$ cat src/rtl/l2_port_scheduler_if.sv
// Cache-side and L2-side signal bundle for the shared L2 port scheduler.
// The slave modport is the scheduler; the master modport is the caches plus the L2 model.
interface l2_port_scheduler_if #(
  parameter int unsigned ADDR_W = 32,
  parameter int unsigned LINE_W = 256
);
  logic              i_read;
  logic [ADDR_W-1:0] i_addr;
  logic [LINE_W-1:0] i_rdata;
  logic              i_resp;
  logic              d_read;
  logic              d_write;
  logic [ADDR_W-1:0] d_addr;
  logic [LINE_W-1:0] d_wdata;
  logic [LINE_W-1:0] d_rdata;
  logic              d_resp;
  logic              l2_read;
  logic              l2_write;
  logic [ADDR_W-1:0] l2_addr;
  logic [LINE_W-1:0] l2_wdata;
  logic [LINE_W-1:0] l2_rdata;
  logic              l2_resp;
  logic              err_proto;
  logic              err_timeout;

  modport slave (
    input  i_read, i_addr, d_read, d_write, d_addr, d_wdata, l2_rdata, l2_resp,
    output i_rdata, i_resp, d_rdata, d_resp, l2_read, l2_write, l2_addr, l2_wdata,
           err_proto, err_timeout
  );

  modport master (
    output i_read, i_addr, d_read, d_write, d_addr, d_wdata, l2_rdata, l2_resp,
    input  i_rdata, i_resp, d_rdata, d_resp, l2_read, l2_write, l2_addr, l2_wdata,
           err_proto, err_timeout
  );
endinterface

$ cat src/rtl/l2_port_scheduler.sv
// Round-robin arbiter sharing one L2 line port between the I-cache and D-cache.
// The winning command is latched and held stable until L2 completes the transfer.
module l2_port_scheduler #(
  parameter int unsigned ADDR_W  = 32,
  parameter int unsigned LINE_W  = 256,
  parameter int unsigned TIMEOUT = 1023
) (
  input logic                clk,
  input logic                rst_n,
  l2_port_scheduler_if.slave bus
);

  localparam int unsigned WD_W = (TIMEOUT > 0) ? $clog2(TIMEOUT + 1) : 1;
  localparam logic [WD_W-1:0] WD_MAX  = WD_W'(TIMEOUT);
  localparam logic [WD_W-1:0] WD_LAST = WD_W'((TIMEOUT == 0) ? 0 : TIMEOUT - 1);

  typedef enum logic [1:0] {IDLE, BUSY_I, BUSY_D, RELEASE} state_t;

  state_t            state;
  logic              last_d;
  logic              l2_read_q;
  logic              l2_write_q;
  logic [ADDR_W-1:0] l2_addr_q;
  logic [LINE_W-1:0] l2_wdata_q;
  logic              proto_q;
  logic              timeout_q;
  logic [WD_W-1:0]   wd_q;

  logic i_req;
  logic d_req;
  logic grant_i;
  logic owner_req;

  assign i_req     = bus.i_read;
  assign d_req     = bus.d_read | bus.d_write;
  // I wins when alone, or on a tie when D owned the port last
  assign grant_i   = i_req & (~d_req | last_d);
  assign owner_req = (state == BUSY_I) ? i_req : d_req;

  always_ff @(posedge clk or negedge rst_n) begin
    if (!rst_n) begin
      state      <= IDLE;
      last_d     <= 1'b1;
      l2_read_q  <= 1'b0;
      l2_write_q <= 1'b0;
      l2_addr_q  <= '0;
      l2_wdata_q <= '0;
      proto_q    <= 1'b0;
      timeout_q  <= 1'b0;
      wd_q       <= '0;
    end else begin
      case (state)
        IDLE: begin
          if (bus.d_read && bus.d_write) proto_q <= 1'b1;
          if (grant_i) begin
            state      <= BUSY_I;
            last_d     <= 1'b0;
            l2_read_q  <= 1'b1;
            l2_write_q <= 1'b0;
            l2_addr_q  <= bus.i_addr;
            wd_q       <= '0;
          end else if (d_req) begin
            state      <= BUSY_D;
            last_d     <= 1'b1;
            l2_read_q  <= ~bus.d_write;
            l2_write_q <= bus.d_write;
            l2_addr_q  <= bus.d_addr;
            l2_wdata_q <= bus.d_wdata;
            wd_q       <= '0;
          end
        end
        BUSY_I, BUSY_D: begin
          // Watchdog only flags; the transfer still waits for l2_resp
          if (TIMEOUT != 0) begin
            if (wd_q != WD_MAX)  wd_q <= wd_q + 1'b1;
            if (wd_q == WD_LAST) timeout_q <= 1'b1;
          end
          if (bus.l2_resp) begin
            l2_read_q  <= 1'b0;
            l2_write_q <= 1'b0;
            state      <= RELEASE;
          end else if (!owner_req) begin
            proto_q <= 1'b1;
          end
        end
        RELEASE: state <= IDLE;
        default: state <= IDLE;
      endcase
    end
  end

  assign bus.l2_read     = l2_read_q;
  assign bus.l2_write    = l2_write_q;
  assign bus.l2_addr     = l2_addr_q;
  assign bus.l2_wdata    = l2_wdata_q;
  assign bus.err_proto   = proto_q;
  assign bus.err_timeout = timeout_q;

  // Completion is forwarded in the same cycle; rdata is qualified by resp
  assign bus.i_resp  = (state == BUSY_I) & bus.l2_resp;
  assign bus.d_resp  = (state == BUSY_D) & bus.l2_resp;
  assign bus.i_rdata = bus.l2_rdata;
  assign bus.d_rdata = bus.l2_rdata;

endmodule

$ cat src/flat_wrapper.sv
// flat-port wrapper written by rule: the top's interface ports become plain ports
module l2_port_scheduler_flat 
#(
  parameter int unsigned ADDR_W  = 32,
  parameter int unsigned LINE_W  = 256,
  parameter int unsigned TIMEOUT = 1023
)
  (clk, rst_n, bus_i_read, bus_i_addr, bus_d_read, bus_d_write, bus_d_addr, bus_d_wdata, bus_l2_rdata, bus_l2_resp, bus_i_rdata, bus_i_resp, bus_d_rdata, bus_d_resp, bus_l2_read, bus_l2_write, bus_l2_addr, bus_l2_wdata, bus_err_proto, bus_err_timeout);
  l2_port_scheduler_if #(.ADDR_W(ADDR_W), .LINE_W(LINE_W)) bus_i ();
  input logic clk;
  input logic rst_n;
  input wire logic [$bits(bus_i.i_read)-1:0] bus_i_read;
  input wire logic [$bits(bus_i.i_addr)-1:0] bus_i_addr;
  input wire logic [$bits(bus_i.d_read)-1:0] bus_d_read;
  input wire logic [$bits(bus_i.d_write)-1:0] bus_d_write;
  input wire logic [$bits(bus_i.d_addr)-1:0] bus_d_addr;
  input wire logic [$bits(bus_i.d_wdata)-1:0] bus_d_wdata;
  input wire logic [$bits(bus_i.l2_rdata)-1:0] bus_l2_rdata;
  input wire logic [$bits(bus_i.l2_resp)-1:0] bus_l2_resp;
  output wire logic [$bits(bus_i.i_rdata)-1:0] bus_i_rdata;
  output wire logic [$bits(bus_i.i_resp)-1:0] bus_i_resp;
  output wire logic [$bits(bus_i.d_rdata)-1:0] bus_d_rdata;
  output wire logic [$bits(bus_i.d_resp)-1:0] bus_d_resp;
  output wire logic [$bits(bus_i.l2_read)-1:0] bus_l2_read;
  output wire logic [$bits(bus_i.l2_write)-1:0] bus_l2_write;
  output wire logic [$bits(bus_i.l2_addr)-1:0] bus_l2_addr;
  output wire logic [$bits(bus_i.l2_wdata)-1:0] bus_l2_wdata;
  output wire logic [$bits(bus_i.err_proto)-1:0] bus_err_proto;
  output wire logic [$bits(bus_i.err_timeout)-1:0] bus_err_timeout;
  assign bus_i.i_read = bus_i_read;
  assign bus_i.i_addr = bus_i_addr;
  assign bus_i.d_read = bus_d_read;
  assign bus_i.d_write = bus_d_write;
  assign bus_i.d_addr = bus_d_addr;
  assign bus_i.d_wdata = bus_d_wdata;
  assign bus_i.l2_rdata = bus_l2_rdata;
  assign bus_i.l2_resp = bus_l2_resp;
  assign bus_i_rdata = bus_i.i_rdata;
  assign bus_i_resp = bus_i.i_resp;
  assign bus_d_rdata = bus_i.d_rdata;
  assign bus_d_resp = bus_i.d_resp;
  assign bus_l2_read = bus_i.l2_read;
  assign bus_l2_write = bus_i.l2_write;
  assign bus_l2_addr = bus_i.l2_addr;
  assign bus_l2_wdata = bus_i.l2_wdata;
  assign bus_err_proto = bus_i.err_proto;
  assign bus_err_timeout = bus_i.err_timeout;
  l2_port_scheduler #(.ADDR_W(ADDR_W), .LINE_W(LINE_W), .TIMEOUT(TIMEOUT)) u_core (.clk(clk), .rst_n(rst_n), .bus(bus_i));
endmodule
$ cat config.mk
export PLATFORM = sky130hd
export DESIGN_NAME = l2_port_scheduler_flat
export DESIGN_NICKNAME = d
export VERILOG_FILES = /design/src/rtl/l2_port_scheduler_if.sv /design/src/rtl/l2_port_scheduler.sv /design/src/flat_wrapper.sv
export SDC_FILE = /design/constraint.sdc
export NUM_CORES = 1
export LEC_CHECK = 0
export CORE_AREA = 2 2 547 549
export CTS_CLUSTER_SIZE = 25
export DETAILED_ROUTE_END_ITERATION = 10
export DIE_AREA = 0 0 549 551
export GPL_ROUTABILITY_DRIVEN = 0
export PLACE_DENSITY = 0.3
export SETUP_SLACK_MARGIN = 0.5
export SYNTH_ARGS = -nofsm -noshare
export SYNTH_HDL_FRONTEND = slang
export SYNTH_SLANG_ARGS = --single-unit
$ cat constraint.sdc
create_clock -name clk -period 4.1 [get_ports clk]
set_clock_uncertainty 0.05 [all_clocks]
set_input_delay 0.82 -clock clk [delete_from_list [all_inputs] [get_ports clk]]
set_output_delay 0.82 -clock clk [all_outputs]
set_load 0.01 [all_outputs]
## Word level (Yosys, flattened, before mapping)

Cells that the tools add are included.

- Register bits after elaboration: 305
- Bits in latches: 0
- RAM bits: 0
- Memory bits (read-only): 0
- Memories kept: 0

- $add $sub $neg: 1
- $mul: 0
- Divide/modulo/power cells: 0
- Magnitude comparators: 0
- Equal/unequal tests: 11
- Shift-type cells: 0
- Mux-type cells: 24
- Bitwise operators: 8
- Reduce and logical (&&, ||, !) cells: 12

Operators with widths:

| kind | count |
|---|---|
| two-way mux 32 bit | 2 |
| two-way mux 10 bit | 3 |
| one-hot mux 10 bit (2 select lines) | 1 |
| two-way mux 1 bit | 11 |
| adder 10 x 1 -> 10 bit (second input constant) | 1 |
| equality test 10 bit (second input constant) | 1 |
| inequality test 10 bit (second input constant) | 1 |
| AND reduction 3 bit | 3 |
| two-way mux 2 bit | 3 |
| inequality test 2 bit (second input constant) | 3 |
| one-hot mux 1 bit (2 select lines) | 3 |
| one-hot mux 2 bit (3 select lines) | 1 |
| AND reduction 2 bit | 3 |
| equality test 2 bit (second input constant) | 2 |
| inequality test 2 x 1 -> 1 bit (second input constant) | 2 |
| AND reduction 4 bit | 1 |
| nonzero test 2 bit | 2 |
| AND 1 bit | 3 |
| inequality test 3 x 1 -> 1 bit (second input constant) | 1 |
| NOT 1 bit | 3 |
| equality test 2 x 1 -> 1 bit (second input constant) | 1 |
| logical NOT 2 bit | 1 |
| bitwise OR 1 bit | 2 |
| OR reduction 2 bit | 1 |
| logical AND 1 bit | 1 |

## Logic depth before layout (Yosys ltp)

- Depth after elaboration: 6
- Mapped depth: 8

## Worst setup path after synthesis

No wires, ideal clock.

- Path type: input-to-reg
- From: in bus_d_write
- To: reg u_core.l2_wdata_q[180] (netlist: u_core.bus.l2_wdata[180])
- Arrival time: 1.789 ns
- Data required time: 3.922 ns
- Setup slack: 2.134 ns
- Stages: 5
- Cells stage by stage: or2_4 -> nand3_4 -> buf_6 -> buf_4 -> mux2_1

- Longest elaborated chain between the ends: 6

Ends and longest elaborated chain:

| item | RTL line | RTL |
|---|---|---|
| start, declared | flat_wrapper.sv:15 | `input wire logic [$bits(bus_i.d_write)-1:0] bus_d_write;` |
| bitwise OR 1 bit * | l2_port_scheduler.sv:35 | `assign d_req = bus.d_read \| bus.d_write;` |
| NOT 1 bit | l2_port_scheduler.sv:37 | `assign grant_i = i_req & (~d_req \| last_d);` |
| bitwise OR 1 bit | l2_port_scheduler.sv:37 |  |
| AND 1 bit | l2_port_scheduler.sv:37 |  |
| NOT 1 bit (no line) | - |  |
| AND reduction 3 bit (no line) * | - |  |
| end signal, assigned | l2_port_scheduler.sv:68 | `l2_wdata_q <= bus.d_wdata;` |
| end, declared | l2_port_scheduler.sv:24 | `logic [LINE_W-1:0] l2_wdata_q;` |

Every way passes the cells marked *; elsewhere a longest branch is shown, timed or not.
A chain may end at the register's enable or synchronous reset.

## Worst setup path after layout

- From: reg u_core.state[1]
- To: out bus_i_resp

- Longest elaborated chain between the ends: 2

Ends and longest elaborated chain:

| item | RTL line | RTL |
|---|---|---|
| start, declared | l2_port_scheduler.sv:19 | `state_t state;` |
| start signal, assigned | l2_port_scheduler.sv:42 | `state <= IDLE;` |
| start signal, assigned | l2_port_scheduler.sv:56 | `state <= BUSY_I;` |
| start signal, assigned | l2_port_scheduler.sv:63 | `state <= BUSY_D;` |
| equality test 2 x 1 -> 1 bit | l2_port_scheduler.sv:100 | `assign bus.i_resp = (state == BUSY_I) & bus.l2_resp;` |
| AND 1 bit | l2_port_scheduler.sv:100 |  |
| end, declared | flat_wrapper.sv:21 | `output wire logic [$bits(bus_i.i_resp)-1:0] bus_i_resp;` |

Every way passes these cells.

==> reports/qor.yml <==
crit_path_end: "bus_i_resp"
max_freq_mhz: 320
synth_area_leaders: "dfrtp_1, buf_4, mux2_1, mux2i_1, mux2_2"
critPathBufInv: 2
synth_fa_ha_area_frac: 0.00470
slowest_stage: "clkdlybuf4s50_1"
drc: 0
grt_first_pass_wirelength_mm: 161
first_pass_iters: 4
synth_top_cell_area_share: 0.476
max_stage_delay_ps: 540
rsz0062_at_grt: "false"
slew_viol_final: 0
routed_via_density: 1.95
drt_wl_total_mm: 136
path_class: "reg -> out"
cellInternalPower_mw: 11.2
ys_warn_count: 0
root_buffer: "clkbuf_16"
die-area_um2: 302000
r2r-end: "u_core.wd_q[7]"
layout_min_cycle_time_ps: 3130
dp_hpwl_mm: 119
status: "finished clean"
antenna_found_initial: 89
cts_setup_buffers: 0
cts_tree: "done"
hp-class: "in -> async"
total_power_mw: 19.1
num_vias: 10600
leakagePower_nw: 8.73
track_usage: 0.0864
p_per_area_nw_per_um2: 763
path_cells: "inv_1 -> ha_1 -> and2_1 -> clkdlybuf4s50_1"
clk_path_buf_depth: 3
p_switching_mw: 7.83
io_pins: 1388
pwr-share-clk: 0.234
final.setup.tns_ps: 0
synthToLayoutAreaGrowth_pct: 56.5
clk_pin_slew_worst_paths_ps: 50
finalHoldViolations: 0
setup_viol: 0
synth.area.mux_share: 0.206
relSlewSlack: 0.472
synth_xor_area_frac: 0
synth_area_um2: 16000
crit_start: "u_core.state[1]"
reg2reg_depth: 6
reg2reg_setup_slack_ps: 1390
nNetsFinal: 2046
syn_inst: 1306
wl_per_cell_um: 24.9
synth_top_cell_by_area: "dfrtp_1"
synth-compound-area-share: 0.0218
grt_pass1_vias: 11200
clkLatencyLatePin_ps: 660
die_h_um: 551
irDropWorstVdd_mv: 0.336
numCtsBuffers: 48
drive_gt1_frac: 0.104
avgSynthCellArea_um2: 12.2
numClockSinks: 305
seq_power_share: 0.286
start_kind: "register"
arrival_ps: 2260
fin_crit_sh: 0.763
path_depth: 4
max-cap-violations: 0
r2r-start: "u_core.state[0]"
ys_types: 38
cp_max_fo: 4
fillCellCount: 34300
ant_nets: 0
ys_seq_elements: 305
path_delay_family: "buffers and inverters"
grt_max_degree: 78
cp_data_required_time_ps: 3230
max_slew.worst_pin.slew_ps: 791
die_width_um: 549
synth_top_family_by_area: "buffers and inverters"
io_buffers: 619
yosys.area_share.simple: 0.0239
grt_overflow: 0
cts_resized: 0
syn_nets: 1894
final_common_cell: "clkdlybuf4s50_1"
start_util: 0.0539
hold_buffers: 0
power_frac_comb: 0.480
std_cell_rows: 200
final_cell_mix: "clkdlybuf4s50_1, dfrtp_1, mux2_1"
switching_share: 0.411
ys_seq_area_frac: 0.478
h-tree-depth: 2
core_um2: 296000
drt_iter0_drc: 440
critical_path.endpoint_type: "output port"
[logic make-up after synthesis]
kind of cell               count (synthesis)
muxes                                    296
buffers and inverters                    562
adders and majority gates                  6
AOI/OAI and AO/OA                         60
and+or+nand+nor                           77
DFF                                      305
[metrics by stage]
step	setup WS, ps	utilization	cell area (µm²)	cells	hold WS, ps
after floorplan	2130	-	16000	1306	402
after global placement	858	0.0787	23300	5347	410
after detailed placement	810	0.0787	23300	5347	413
after CTS	904	0.0843	25000	5432	23.1
after global routing	866	0.0843	25000	5433	39.0
final	970	0.0844	25000	5447	14.0
[synthesized netlist by cell type, drive strengths merged]
master   count
a21o         2
a21oi        7
a221o        2
a2bb2oi      2
a31o         1
a31oi        3
a41o         1
and2         3
and3         3
and4         2
buf        553
clkbuf       4
dfrtp      304
dfstp        1
ha           6
inv          5
mux2       261
mux2i       35
nand2       44
nand3        5
nand4        3
nand4b       1
nor2         8
nor2b        1
nor3         3
nor4         1
nor4b        1
o21a         2
o21ai       39
o2bb2ai      1
or2          2
[flip-flops by register name, indices dropped and copies added (netlist names)]
register / flops
u_core.bus.l2_wdata: 256
u_core.bus.l2_addr: 32
u_core.wd_q: 10
u_core.state: 2
u_core.bus.err_proto: 1
u_core.bus.err_timeout: 1
u_core.bus.l2_read: 1
u_core.bus.l2_write: 1
u_core.last_d: 1
[worst min path at each step]
stage                           start                  endpoint  slack (ps)
2_1_floorplan           u_core.last_d             u_core.last_d         400
3_3_place_gp     u_core.bus.err_proto      u_core.bus.err_proto         410
3_5_place_dp   u_core.bus.err_timeout    u_core.bus.err_timeout         410
4_1_cts                         rst_n  u_core.bus.l2_wdata[124]          20
5_1_grt                         rst_n  u_core.bus.l2_wdata[124]          40
6_report                        rst_n  u_core.bus.l2_wdata[124]          10
[power by group through the flow]
stage	logic, mW	registers [mW]	clock network (mW)
4_1_cts	9.62	5.52	4.73
2_1_floorplan	2.76	5.98	0
5_1_grt	10.2	5.69	4.83
6_report	9.16	5.45	4.46
3_3_place_gp	9.58	5.51	0
3_5_place_dp	9.58	5.56	0
[cell type report]
| type | count | area, µm² | share of cell area |
|---|---|---|---|
| well taps | 3939 | 4930 | 0.197 |
| inverters | 5 | 18.8 | 0.000751 |
| clock buffers | 70 | 1430 | 0.0570 |
| clock inverters | 15 | 225 | 0.00901 |
| multi-input cells | 439 | 4110 | 0.164 |
| diodes | 15 | 37.5 | 0.00150 |
| flip-flops and latches | 305 | 7630 | 0.305 |
| repair buffers | 659 | 6630 | 0.265 |
[per-layer routing]
| metal | GRT usage | vias to the layer above | part of all wire |
|---|---|---|---|
| met4 | 0.0207 | 12 | 0.030 |
| met1 | 0.0886 | 4934 | 0.36 |
| li1 | - | 4162 | - |
| met3 | 0.0937 | 331 | 0.24 |
| met2 | 0.115 | 1181 | 0.38 |
| met5 | 0.0131 | - | 0.0031 |
Note: power is estimated with default switching activity, not from simulation.
